[src/rtl/imm_encoder.sv]
// rtl/imm_encoder.sv - RV32I immediate scatter encoder, 2-stage valid/ready pipeline with word-address tagging.
// Optional macro IMM_ROUNDTRIP_CHECK_EN adds the rt_mismatch re-decode output.
module imm_encoder #(
   parameter logic [31:0] BASE_ADDR = 32'h0000_0000,
   parameter logic [31:0] ADDR_STEP = 32'd4
) (
   input  logic        clk,
   input  logic        reset,
   input  logic        in_valid,
   output logic        in_ready,
   input  logic [2:0]  fmt,
   input  logic [31:0] imm,
   input  logic [31:0] base,
   output logic        out_valid,
   input  logic        out_ready,
   output logic [31:0] out_instr,
   output logic [31:0] out_addr,
   output logic [1:0]  out_err
`ifdef IMM_ROUNDTRIP_CHECK_EN
   ,
   output logic        rt_mismatch
`endif
);

   localparam logic [2:0] FMT_I = 3'b000;
   localparam logic [2:0] FMT_S = 3'b001;
   localparam logic [2:0] FMT_B = 3'b010;
   localparam logic [2:0] FMT_J = 3'b011;
   localparam logic [2:0] FMT_U = 3'b100;

   localparam logic [1:0] ERR_OK    = 2'b00;
   localparam logic [1:0] ERR_RANGE = 2'b01;
   localparam logic [1:0] ERR_ALIGN = 2'b10;
   localparam logic [1:0] ERR_FMT   = 2'b11;

   logic        s1_valid;
   logic [2:0]  s1_fmt;
   logic [31:0] s1_imm;
   logic [31:0] s1_base;
   logic [1:0]  s1_err;
   logic        s1_adv;
   logic        s2_adv;
   logic [1:0]  err_in;
   logic [31:0] imm_mask;
   logic [31:0] imm_field;
   logic [31:0] packed_word;

   assign s2_adv   = !out_valid || out_ready;
   assign s1_adv   = !s1_valid || s2_adv;
   assign in_ready = s1_adv;

   // A signed value fits in N bits when every bit above N-1 matches the sign bit.
   always_comb begin
      err_in = ERR_OK;
      case (fmt)
         FMT_I, FMT_S: begin
            if (imm[31:11] != {21{imm[31]}}) err_in = ERR_RANGE;
         end
         FMT_B: begin
            if (imm[0])                           err_in = ERR_ALIGN;
            else if (imm[31:12] != {20{imm[31]}}) err_in = ERR_RANGE;
         end
         FMT_J: begin
            if (imm[0])                           err_in = ERR_ALIGN;
            else if (imm[31:20] != {12{imm[31]}}) err_in = ERR_RANGE;
         end
         FMT_U: begin
            if (imm[11:0] != 12'd0) err_in = ERR_ALIGN;
         end
         default: err_in = ERR_FMT;
      endcase
   end

   always_ff @(posedge clk) begin
      if (reset) begin
         s1_valid <= 1'b0;
         s1_fmt   <= 3'd0;
         s1_imm   <= 32'd0;
         s1_base  <= 32'd0;
         s1_err   <= ERR_OK;
      end else if (s1_adv) begin
         s1_valid <= in_valid;
         if (in_valid) begin
            s1_fmt  <= fmt;
            s1_imm  <= imm;
            s1_base <= base;
            s1_err  <= err_in;
         end
      end
   end

   // Illegal formats get an all-zero mask so the template passes through untouched.
   always_comb begin
      imm_mask  = 32'h0000_0000;
      imm_field = 32'h0000_0000;
      case (s1_fmt)
         FMT_I: begin
            imm_mask  = 32'hFFF0_0000;
            imm_field = {s1_imm[11:0], 20'd0};
         end
         FMT_S: begin
            imm_mask  = 32'hFE00_0F80;
            imm_field = {s1_imm[11:5], 13'd0, s1_imm[4:0], 7'd0};
         end
         FMT_B: begin
            imm_mask  = 32'hFE00_0F80;
            imm_field = {s1_imm[12], s1_imm[10:5], 13'd0, s1_imm[4:1], s1_imm[11], 7'd0};
         end
         FMT_J: begin
            imm_mask  = 32'hFFFF_F000;
            imm_field = {s1_imm[20], s1_imm[10:1], s1_imm[11], s1_imm[19:12], 12'd0};
         end
         FMT_U: begin
            imm_mask  = 32'hFFFF_F000;
            imm_field = {s1_imm[31:12], 12'd0};
         end
         default: begin
            imm_mask  = 32'h0000_0000;
            imm_field = 32'h0000_0000;
         end
      endcase
      packed_word = (s1_base & ~imm_mask) | ((s1_err == ERR_OK) ? imm_field : 32'd0);
   end

`ifdef IMM_ROUNDTRIP_CHECK_EN
   logic [31:0] rt_imm;
   logic        rt_next;

   always_comb begin
      rt_imm = s1_imm;
      case (s1_fmt)
         FMT_I: rt_imm = {{20{packed_word[31]}}, packed_word[31:20]};
         FMT_S: rt_imm = {{20{packed_word[31]}}, packed_word[31:25], packed_word[11:7]};
         FMT_B: rt_imm = {{19{packed_word[31]}}, packed_word[31], packed_word[7],
                          packed_word[30:25], packed_word[11:8], 1'b0};
         FMT_J: rt_imm = {{11{packed_word[31]}}, packed_word[31], packed_word[19:12],
                          packed_word[20], packed_word[30:21], 1'b0};
         FMT_U: rt_imm = {packed_word[31:12], 12'd0};
         default: rt_imm = s1_imm;
      endcase
      rt_next = (s1_err == ERR_OK) && (rt_imm != s1_imm);
   end

   always_ff @(posedge clk) begin
      if (reset)                     rt_mismatch <= 1'b0;
      else if (s2_adv && s1_valid)   rt_mismatch <= rt_next;
   end
`endif

   always_ff @(posedge clk) begin
      if (reset) begin
         out_valid <= 1'b0;
         out_instr <= 32'd0;
         out_err   <= ERR_OK;
      end else if (s2_adv) begin
         out_valid <= s1_valid;
         if (s1_valid) begin
            out_instr <= packed_word;
            out_err   <= s1_err;
         end
      end
   end

   // Errored words still occupy an address slot so the loader image stays dense.
   always_ff @(posedge clk) begin
      if (reset)                       out_addr <= BASE_ADDR;
      else if (out_valid && out_ready) out_addr <= out_addr + ADDR_STEP;
   end

endmodule
[config.mk]
export PLATFORM = sky130hd
export DESIGN_NAME = imm_encoder
export DESIGN_NICKNAME = d
export VERILOG_FILES = /design/src/rtl/imm_encoder.sv
export SDC_FILE = /design/constraint.sdc
export NUM_CORES = 1
export LEC_CHECK = 0
export BUFFER_PORTS_ARGS = -buffer_cell sky130_fd_sc_hd__buf_4
export CAP_MARGIN = 20
export CORE_MARGIN = 3
export CORE_UTILIZATION = 37
export DETAILED_ROUTE_END_ITERATION = 10
export HOLD_SLACK_MARGIN = 0.05
export PLACE_DENSITY = 0.65
export SLEW_MARGIN = 40
export SYNTH_ARGS = -nofsm -noshare
export SYNTH_HDL_FRONTEND = slang
export SYNTH_SLANG_ARGS = --single-unit
[constraint.sdc]
create_clock -name clk -period 3.2 [get_ports clk]
set_input_delay 0 -clock clk [delete_from_list [all_inputs] [get_ports clk]]
set_output_delay 0 -clock clk [all_outputs]
set_load 0.1 [all_outputs]
==> results of run 1 <==
[report_power, final]
group          switching (mW)  leakage [nW]  internal [mW]
Clock                   0.782         0.281           1.15
Sequential             0.0553          1.11           1.76
Combinational           0.436          1.89          0.233
Total                    1.27          3.27           3.14
[repair_timing]
| item | in CTS | in global routing |
|---|---|---|
| endpoints found under the setup margin | 0 | 0 |
| resized for setup | 0 | 0 |
| hold buffers | 70 | 0 |
| hold endpoints to repair | 74 | 0 |
[through the flow]
| stage | instance area [µm²] | util (%) | power, mW | setup WS, ns | std cells |
|---|---|---|---|---|---|
| after global placement | 6739 | 45.85 | 2.442 | 1.307 | 985 |
| after floorplan | 5633 | - | 2.253 | 0.3614 | 706 |
| after CTS | 8030 | 54.63 | 4.438 | 1.247 | 1087 |
| after detailed placement | 6750 | 45.92 | 2.448 | 1.258 | 985 |
| final | 8030 | 54.63 | 4.414 | 1.244 | 1087 |
| after global routing | 8030 | 54.63 | 4.570 | 1.007 | 1087 |
[logic make-up after synthesis]
kind of cell	after synthesis	share of synthesized area (%)
AO/OA/AOI/OAI	138	14.98
XOR/XNOR	27	4.202
adder cells (fa/ha/maj)	1	0.2223
buffers and inverters	56	4.202
flip-flops	135	48.02
multiplexers	3	0.5336
other	1	0.06663
AND/OR/NAND/NOR	344	27.77
[area by class of cell]
cell class / instances / share of cell area [%]
clock buffer: 17 / 5.298
multi-input combinational: 515 / 33.69
clock inverter: 15 / 1.916
sequential: 135 / 33.67
timing repair buffer: 214 / 22.23
inverter: 7 / 0.3272
tap: 184 / 2.867
[path summary, 6_finish.rpt]
| check | cells past startpoint | endpoint | start |
|---|---|---|---|
| hold / removal | 2 | s1_base[11]$_SDFFE_PP0P_ | reset |
| setup reg to reg | 5 | out_instr[14]$_SDFFE_PP0P_ | s1_fmt[2]$_SDFFE_PP0P_ |
| setup / recovery | 5 | out_instr[14]$_SDFFE_PP0P_ | s1_fmt[2]$_SDFFE_PP0P_ |
| hold reg to reg | 2 | out_instr[5]$_SDFFE_PP0P_ | s1_base[5]$_SDFFE_PP0P_ |
[layer usage]
layer,track usage (%),wire [µm],vias to the layer above
met5,0,0,-
met4,7.536,323,0
met3,4.369,810,27
met2,28.81,7262,134
met1,28.45,7860,2479
li1,-,-,2798
[critical path, stage by stage, from the launching register on]
cell and delay [ns]:
sky130_fd_sc_hd__dfxtp_1 0.57, sky130_fd_sc_hd__inv_1 0.26, sky130_fd_sc_hd__and3_1 0.22, sky130_fd_sc_hd__nor2_1 0.43, sky130_fd_sc_hd__nand2_1 0.10, sky130_fd_sc_hd__a311oi_1 0.27
[cell usage in the layout, fill, tap and decap left out, drive strengths merged, types with 8 or more instances in the layout]
cell type,Yosys,layout
o21ai,8,8
dfxtp,135,135
dlygate4sd3,0,70
nand4,16,16
nor3,20,20
inv,7,10
nand2,176,176
clkbuf,35,17
a311oi,13,13
buf,14,144
nor2,65,65
and3,11,11
nor4,8,8
nand3,25,25
a21oi,88,88
xor2,20,20
[state kept, by name, indices dropped and copies added (netlist names)]
name / cells
out_addr: 30
out_err: 2
out_instr: 32
out_valid: 1
s1_base: 32
s1_err: 2
s1_fmt: 3
s1_imm: 32
s1_valid: 1
==> impl_results.rst, run 1 <==
.. list-table::
   :header-rows: 1

   * - Metric
     - Value
   * - Clock root buffer
     - sky130_fd_sc_hd__clkbuf_16
   * - Area added between synthesis and finish
     - 42.69%
   * - Standard-cell rows
     - 44
   * - Max-cap violations
     - 0
   * - Run status
     - finished clean
   * - Type of the tightest min-delay check
     - input pin to flip-flop
   * - Antenna Diode Count
     - 0
   * - Critical Path End Type
     - flip-flop
   * - Biggest area contributors in the synthesized netlist
     - sky130_fd_sc_hd__dfxtp_1, sky130_fd_sc_hd__nand2_1, sky130_fd_sc_hd__a21oi_1
   * - TritonCTS clock tree
     - built
   * - Required time worst endpoint
     - between 3 and 4 ns
   * - Power density normalized to cell area
     - 549.6 mW/mm²
   * - Die area
     - about 0.017 mm²
   * - Final weighted congestion of routability-driven global placement
     - 0.7765
   * - GRT Total Usage
     - 19.75%
   * - Average via count per standard cell
     - 5.003
   * - Pin count of the biggest net entering global routing
     - slightly below 100
   * - Net count of the finished layout
     - a little under 1000
   * - Via count of the first global-routing pass
     - 5167
   * - Worst Clk Skew
     - roughly 0.0086 ns
   * - Setup repair after global routing missed its margin
     - no
   * - Number of remaining DRC errors
     - 0
   * - Cell type with the largest total area after synthesis
     - sky130_fd_sc_hd__dfxtp_1
   * - Transition time at the pin with the least slew margin
     - ~0.79 ns
   * - Register Area
     - roughly 0.0027 mm²
   * - Highest fanout seen on the critical path
     - 14
   * - Number of setup buffers added after CTS
     - 0
   * - Total via count in the routed design
     - ~5400
   * - Critical Path Source Type
     - flip-flop
   * - Most frequent cell after synthesis
     - sky130_fd_sc_hd__nand2_1
   * - Flop-to-flop setup slack
     - 1.24 ns
   * - Proportion of layout cells with a drive suffix above 1
     - a little over a fifth
   * - Total of flip-flops plus latches after synthesis
     - roughly 140
   * - Final TNS setup
     - 0 ns
   * - Clock transition at the registers of the reported paths
     - ~0.06 ns
   * - Final WL
     - approximately 16 mm
   * - H-Tree Depth
     - 4
   * - Area share of the largest cell type after synthesis
     - between 40% and 50%
   * - Effective utilization at floorplan
     - 38.29%
   * - Remaining global-route overflow
     - 0
   * - Post-Syn Instances
     - approximately 700
   * - Max_slew headroom
     - a little under half
   * - Number of placed I/O pins
     - roughly 140
   * - Routed WL per cell
     - around 15 µm
   * - Post-DP HPWL
     - 10.89 mm
   * - Count of yosys warnings during synthesis
     - 0
   * - Core footprint
     - 0.01470 mm²
   * - Hold Vio Cnt, Final
     - 0
   * - Part of the Yosys area used for sequential elements
     - around half
   * - Number of optimization iterations in the first detailed-route pass
     - 4
   * - Distinct cell type count after synthesis
     - 46
   * - Worst slack on hold paths
     - approximately 0.095 ns
   * - Synth Cell Area
     - about 0.0056 mm²
   * - Multi-input gate area in the final layout
     - approximately 0.0027 mm²
   * - Chip Width
     - 129.3 µm
   * - Synth cell count leaders
     - sky130_fd_sc_hd__nand2_1, sky130_fd_sc_hd__dfxtp_1, sky130_fd_sc_hd__a21oi_1
   * - Synth async-reset ratio
     - 0%
   * - Total setup violations reported at the end of the flow
     - 0
   * - Clock insertion delay at the later pin of the skew report
     - 0.43 ns
   * - Per-instance average area after synthesis
     - ~8 µm²
   * - Inserted Clock Buffers
     - 17
   * - Antenna violations before repair
     - 0
   * - Final ANT Viol Nets
     - 0
   * - Fmax
     - 511.4 MHz
   * - Worst IR drop on VDD
     - 0.0004428 V
   * - WS Path Type
     - flip-flop to flip-flop
   * - Die Y-Extent
     - approximately 130 µm
   * - Pleak
     - ~3.3 nW
   * - Number of enable flip-flop cells after synthesis
     - 0
   * - Post-synth top flop
     - sky130_fd_sc_hd__dfxtp_1
   * - Iteration-0 DRC count of the detailed router
     - roughly 410
   * - Clock Sink Count
     - between 100 and 150
   * - Post-route minimum period
     - approximately 2.0 ns
   * - Number of buffers between clock root and the deepest sink
     - 2
   * - Global-route wire length before repair
     - approximately 26 mm
   * - FILL cells
     - approximately 1400
   * - Crit share post-route
     - 61.11%
   * - Signal arrival time at the worst endpoint
     - 2.28 ns
   * - Number of buffers inserted by port buffering
     - between 100 and 150
   * - Max-slew violation count
     - 0
Power figures use the tool's default switching activity.
==> run 2, diff against run 1 <==
ABC_AREA = 1   (was default)
PLACE_DENSITY = 0.67   (was 0.65)
clock period = 1.7 ns   (was 3.2 ns; I/O delays follow)
==> run 2 against run 1 <==
Sequential share of layout area shrank 1.6 points; core utilization grew 1.3 points; register-to-register slack lost 1.1 ns; count of clock-buffer cells in the layout grew 5; non-clock buffer count grew 7; sequential cell count is the same; area after synthesis grew 5.0%; global-route usage shrank 0.32 points; critical path depth grew 2; clock skew grew 0.0014 ns; critical path type is now input pin to flip-flop.
==> impl_results.rst, run 2 <==
.. list-table::
   :header-rows: 1

   * - Metric
     - Value
   * - Run status
     - finished clean
   * - Synth async-reset ratio
     - 0% (unchanged)
   * - Worst path cell trace
     - dlygate4sd3_1 > buf_4 > nor4_1 > nand4_1 > nand2_1 > dlygate4sd3_1 > a21oi_1
   * - Critical Path End Type
     - flip-flop
   * - Clock insertion delay at the later pin of the skew report
     - 0.42 ns (about the same)
   * - Die area
     - 0.01752 mm² (+4.7%)
   * - Global-route wire length before repair
     - 27.85 mm (+6.8%)
   * - Total via count in the routed design
     - 6126 (+13%)
   * - Overall power
     - 8.968 mW (+100%)
   * - FILL cells
     - 1452 (+4.2%)
   * - Antenna violations before repair
     - 0 (unchanged)
   * - GRT Total Usage
     - 19.43% (-0.32 points)
   * - Largest stage delay, worst path
     - 0.55 ns (-0.02 ns)
   * - Cell seen most often among critical-path stages
     - sky130_fd_sc_hd__dlygate4sd3_1
   * - Cell type with the largest total area after synthesis
     - sky130_fd_sc_hd__dfxtp_1
   * - Standard-cell rows
     - 45 (+2.3%)
   * - Antenna Diode Count
     - 0 (unchanged)
   * - Area added between synthesis and finish
     - 46.03%
   * - Clock transition at the registers of the reported paths
     - 0.06 ns (about the same)
   * - Via count of the first global-routing pass
     - 5706 (+10%)
   * - Required time worst endpoint
     - 2.00 ns (-1.53 ns)
   * - Most frequent cell after synthesis
     - sky130_fd_sc_hd__dfxtp_1
   * - Final standard cell utilization of the core
     - 55.91% (+1.3 points)
   * - Power density normalized to cell area
     - 1040 mW/mm² (+89%)
   * - Number of enable flip-flop cells after synthesis
     - 0 (unchanged)
   * - Worst Clk Skew
     - 0.01005 ns (+0.001450 ns)
   * - Number of buffers inserted by port buffering
     - 136 (unchanged)
   * - Hold path startpoint
     - in_valid
   * - Remaining global-route overflow
     - 0 (unchanged)
   * - Inserted Clock Buffers
     - 17 (unchanged)
   * - Synth cell count leaders
     - sky130_fd_sc_hd__dfxtp_1, sky130_fd_sc_hd__nor2_1, sky130_fd_sc_hd__o21ai_0
   * - Post-synth top flop
     - sky130_fd_sc_hd__dfxtp_1
   * - Register Area
     - 0.002764 mm² (+2.2%)
   * - Proportion of layout cells with a drive suffix above 1
     - 22.06% (+0.69 points)
   * - Final WL
     - 17.16 mm (+5.5%)
   * - Critical R2R Launch
     - out_addr[2]$_SDFFE_PP0P_
   * - Post-DP HPWL
     - 11.64 mm (+6.8%)
   * - Part of the Yosys area used for sequential elements
     - 45.75% (-2.3 points)
   * - Multi-input gate area in the final layout
     - 0.002665 mm² (-1.5%)
   * - Number of buffers between clock root and the deepest sink
     - 2 (unchanged)
   * - Total setup violations reported at the end of the flow
     - 0 (unchanged)
   * - Post-route minimum period
     - about 1.6 ns
   * - Clock root buffer
     - sky130_fd_sc_hd__clkbuf_16
   * - Biggest area contributors in the synthesized netlist
     - sky130_fd_sc_hd__dfxtp_1, sky130_fd_sc_hd__o21ai_0, sky130_fd_sc_hd__nor2_1
   * - Pin count of the biggest net entering global routing
     - 77 (-21%)
   * - Net count of the finished layout
     - 1098 (+14%)
   * - Clock Sink Count
     - 135 (unchanged)
   * - Highest fanout seen on the critical path
     - 3 (-11)
   * - Die Y-Extent
     - 132.4 µm (+2.3%)
   * - Biggest regs
     - out_instr (32), s1_base (32), s1_imm (32)
   * - Chip Width
     - 132.4 µm (+2.3%)
   * - Number of placed I/O pins
     - 139 (unchanged)
   * - Crit share post-route
     - 94.15%
   * - Number of optimization iterations in the first detailed-route pass
     - 5 (+1)
   * - Critical-path cell with the highest stage delay
     - sky130_fd_sc_hd__dlygate4sd3_1
   * - Pleak
     - 3.773 nW (+15%)
   * - Commonest cells after routing, fill and taps aside
     - sky130_fd_sc_hd__buf_4, sky130_fd_sc_hd__nor2_1, sky130_fd_sc_hd__o21ai_0
   * - Post-Syn Instances
     - 828 (+17%)
   * - Critical Path Source Type
     - input pin
   * - Hold Vio Cnt, Final
     - 0 (unchanged)
   * - Count of yosys warnings during synthesis
     - 0 (unchanged)
   * - Worst IR drop on VDD
     - 0.0006945 V (+57%)
   * - Effective utilization at floorplan
     - 38.29% (about the same)
   * - Final ANT Viol Nets
     - 0 (unchanged)
   * - Core footprint
     - 0.01543 mm² (+5.0%)
   * - Routed WL per cell
     - 13.74 µm (-8.2%)
   * - TritonCTS clock tree
     - built
   * - Average via count per standard cell
     - 4.905 (-2.0%)
   * - Signal arrival time at the worst endpoint
     - 1.90 ns (-0.38 ns)
   * - Max-cap violations
     - 0 (unchanged)
   * - Launching element of the worst setup path
     - imm[0]
   * - Total of flip-flops plus latches after synthesis
     - 135 (unchanged)
   * - WS Path Type
     - input pin to flip-flop
   * - Leading cell type in the layout, fill and taps excluded
     - sky130_fd_sc_hd__buf_4
   * - Fmax
     - around 620 MHz
   * - Type of the tightest min-delay check
     - input pin to flip-flop
   * - Area share of the largest cell type after synthesis
     - 45.75% (-2.3 points)
   * - Max-slew violation count
     - 0 (unchanged)
   * - H-Tree Depth
     - 4 (unchanged)
   * - Final weighted congestion of routability-driven global placement
     - 0.9271 (+19%)
   * - Final TNS setup
     - 0 ns (unchanged)
   * - Per-instance average area after synthesis
     - 7.134 µm² (-11%)
   * - Synth Cell Area
     - 0.005907 mm² (+5.0%)
   * - Iteration-0 DRC count of the detailed router
     - 525 (+29%)
   * - Worst slack on hold paths
     - 0.1003 ns (+0.005039 ns)
   * - Distinct cell type count after synthesis
     - 39 (-15%)
   * - Number of remaining DRC errors
     - 0 (unchanged)
run 2: timing repair:
item / CTS / global route
setup endpoints to repair: 0 / 3
endpoints found under the hold margin: 85 / 0
hold buffers: 71 / 0
resized for setup: 0 / 2
buffers inserted: 0 / 1
run 2: per-layer routing:
metal	wire length [µm]	GRT usage (%)	up-vias	part of all wire, %
met3	966	5.267	32	5.6
met4	366	6.582	0	2.1
met1	7787	25.34	2769	45
met2	8036	31.20	201	47
li1	-	-	3124	-
met5	0	0	-	0
run 2: cell type report:
class                      count  share of cell area (%)
clock buffer                  22                   5.759
clock inverter                 9                   1.842
inverter                     106                   4.671
multi-input combinational    545                   30.90
sequential                   135                   32.04
tap                          211                   3.061
timing repair buffer         221                   21.73
run 2: power breakdown:
part	leakage, nW	total [mW]	switching [mW]	internal [mW]
combinational	2.33	1.48	0.980	0.496
clock	0.314	4.07	1.39	2.67
sequential	1.13	3.43	0.0922	3.33
run 2: critical path, delay by kind of cell:
family,cells,cell delay [ns]
AOI/OAI and AO/OA,1,0.06
buffers and inverters,3,1.25
and+or+nand+nor,3,0.59
run 2: logic make-up (layout without fill, tap and decap cells):
group | Yosys count | count (layout) | share of synthesized area, %
simple gates | 318 | 318 | 23.13
compound gates | 217 | 217 | 19.87
buf+inv | 149 | 358 | 9.934
flops | 135 | 135 | 45.75
xor+xnor | 7 | 7 | 1.038
fa+ha+maj | 1 | 1 | 0.2118
other cells | 1 | 2 | 0.06348
run 2: per-stage QoR:
step           instance area (µm²)  setup WS [ns]  cells
2_1_floorplan                 6013       0.001025    829
3_3_place_gp                  7243         0.1953   1146
3_5_place_dp                  7243         0.1477   1146
4_1_cts                       8610         0.1383   1248
5_1_grt                       8626      -0.009889   1249
6_report                      8626        0.09943   1249
run 2: path summary, 6_finish.rpt:
kind                                             endpoint  cells past startpoint  slack (ns)
worst max register to register  out_addr[22]$_SDFFE_PP0P_                     10        0.15
worst min register to register  out_addr[20]$_SDFFE_PP0P_                      2        0.45
worst max-delay path               s1_err[1]$_SDFFE_PP0P_                      7         0.1
worst min-delay path                s1_valid$_SDFFE_PP0N_                      3        0.10
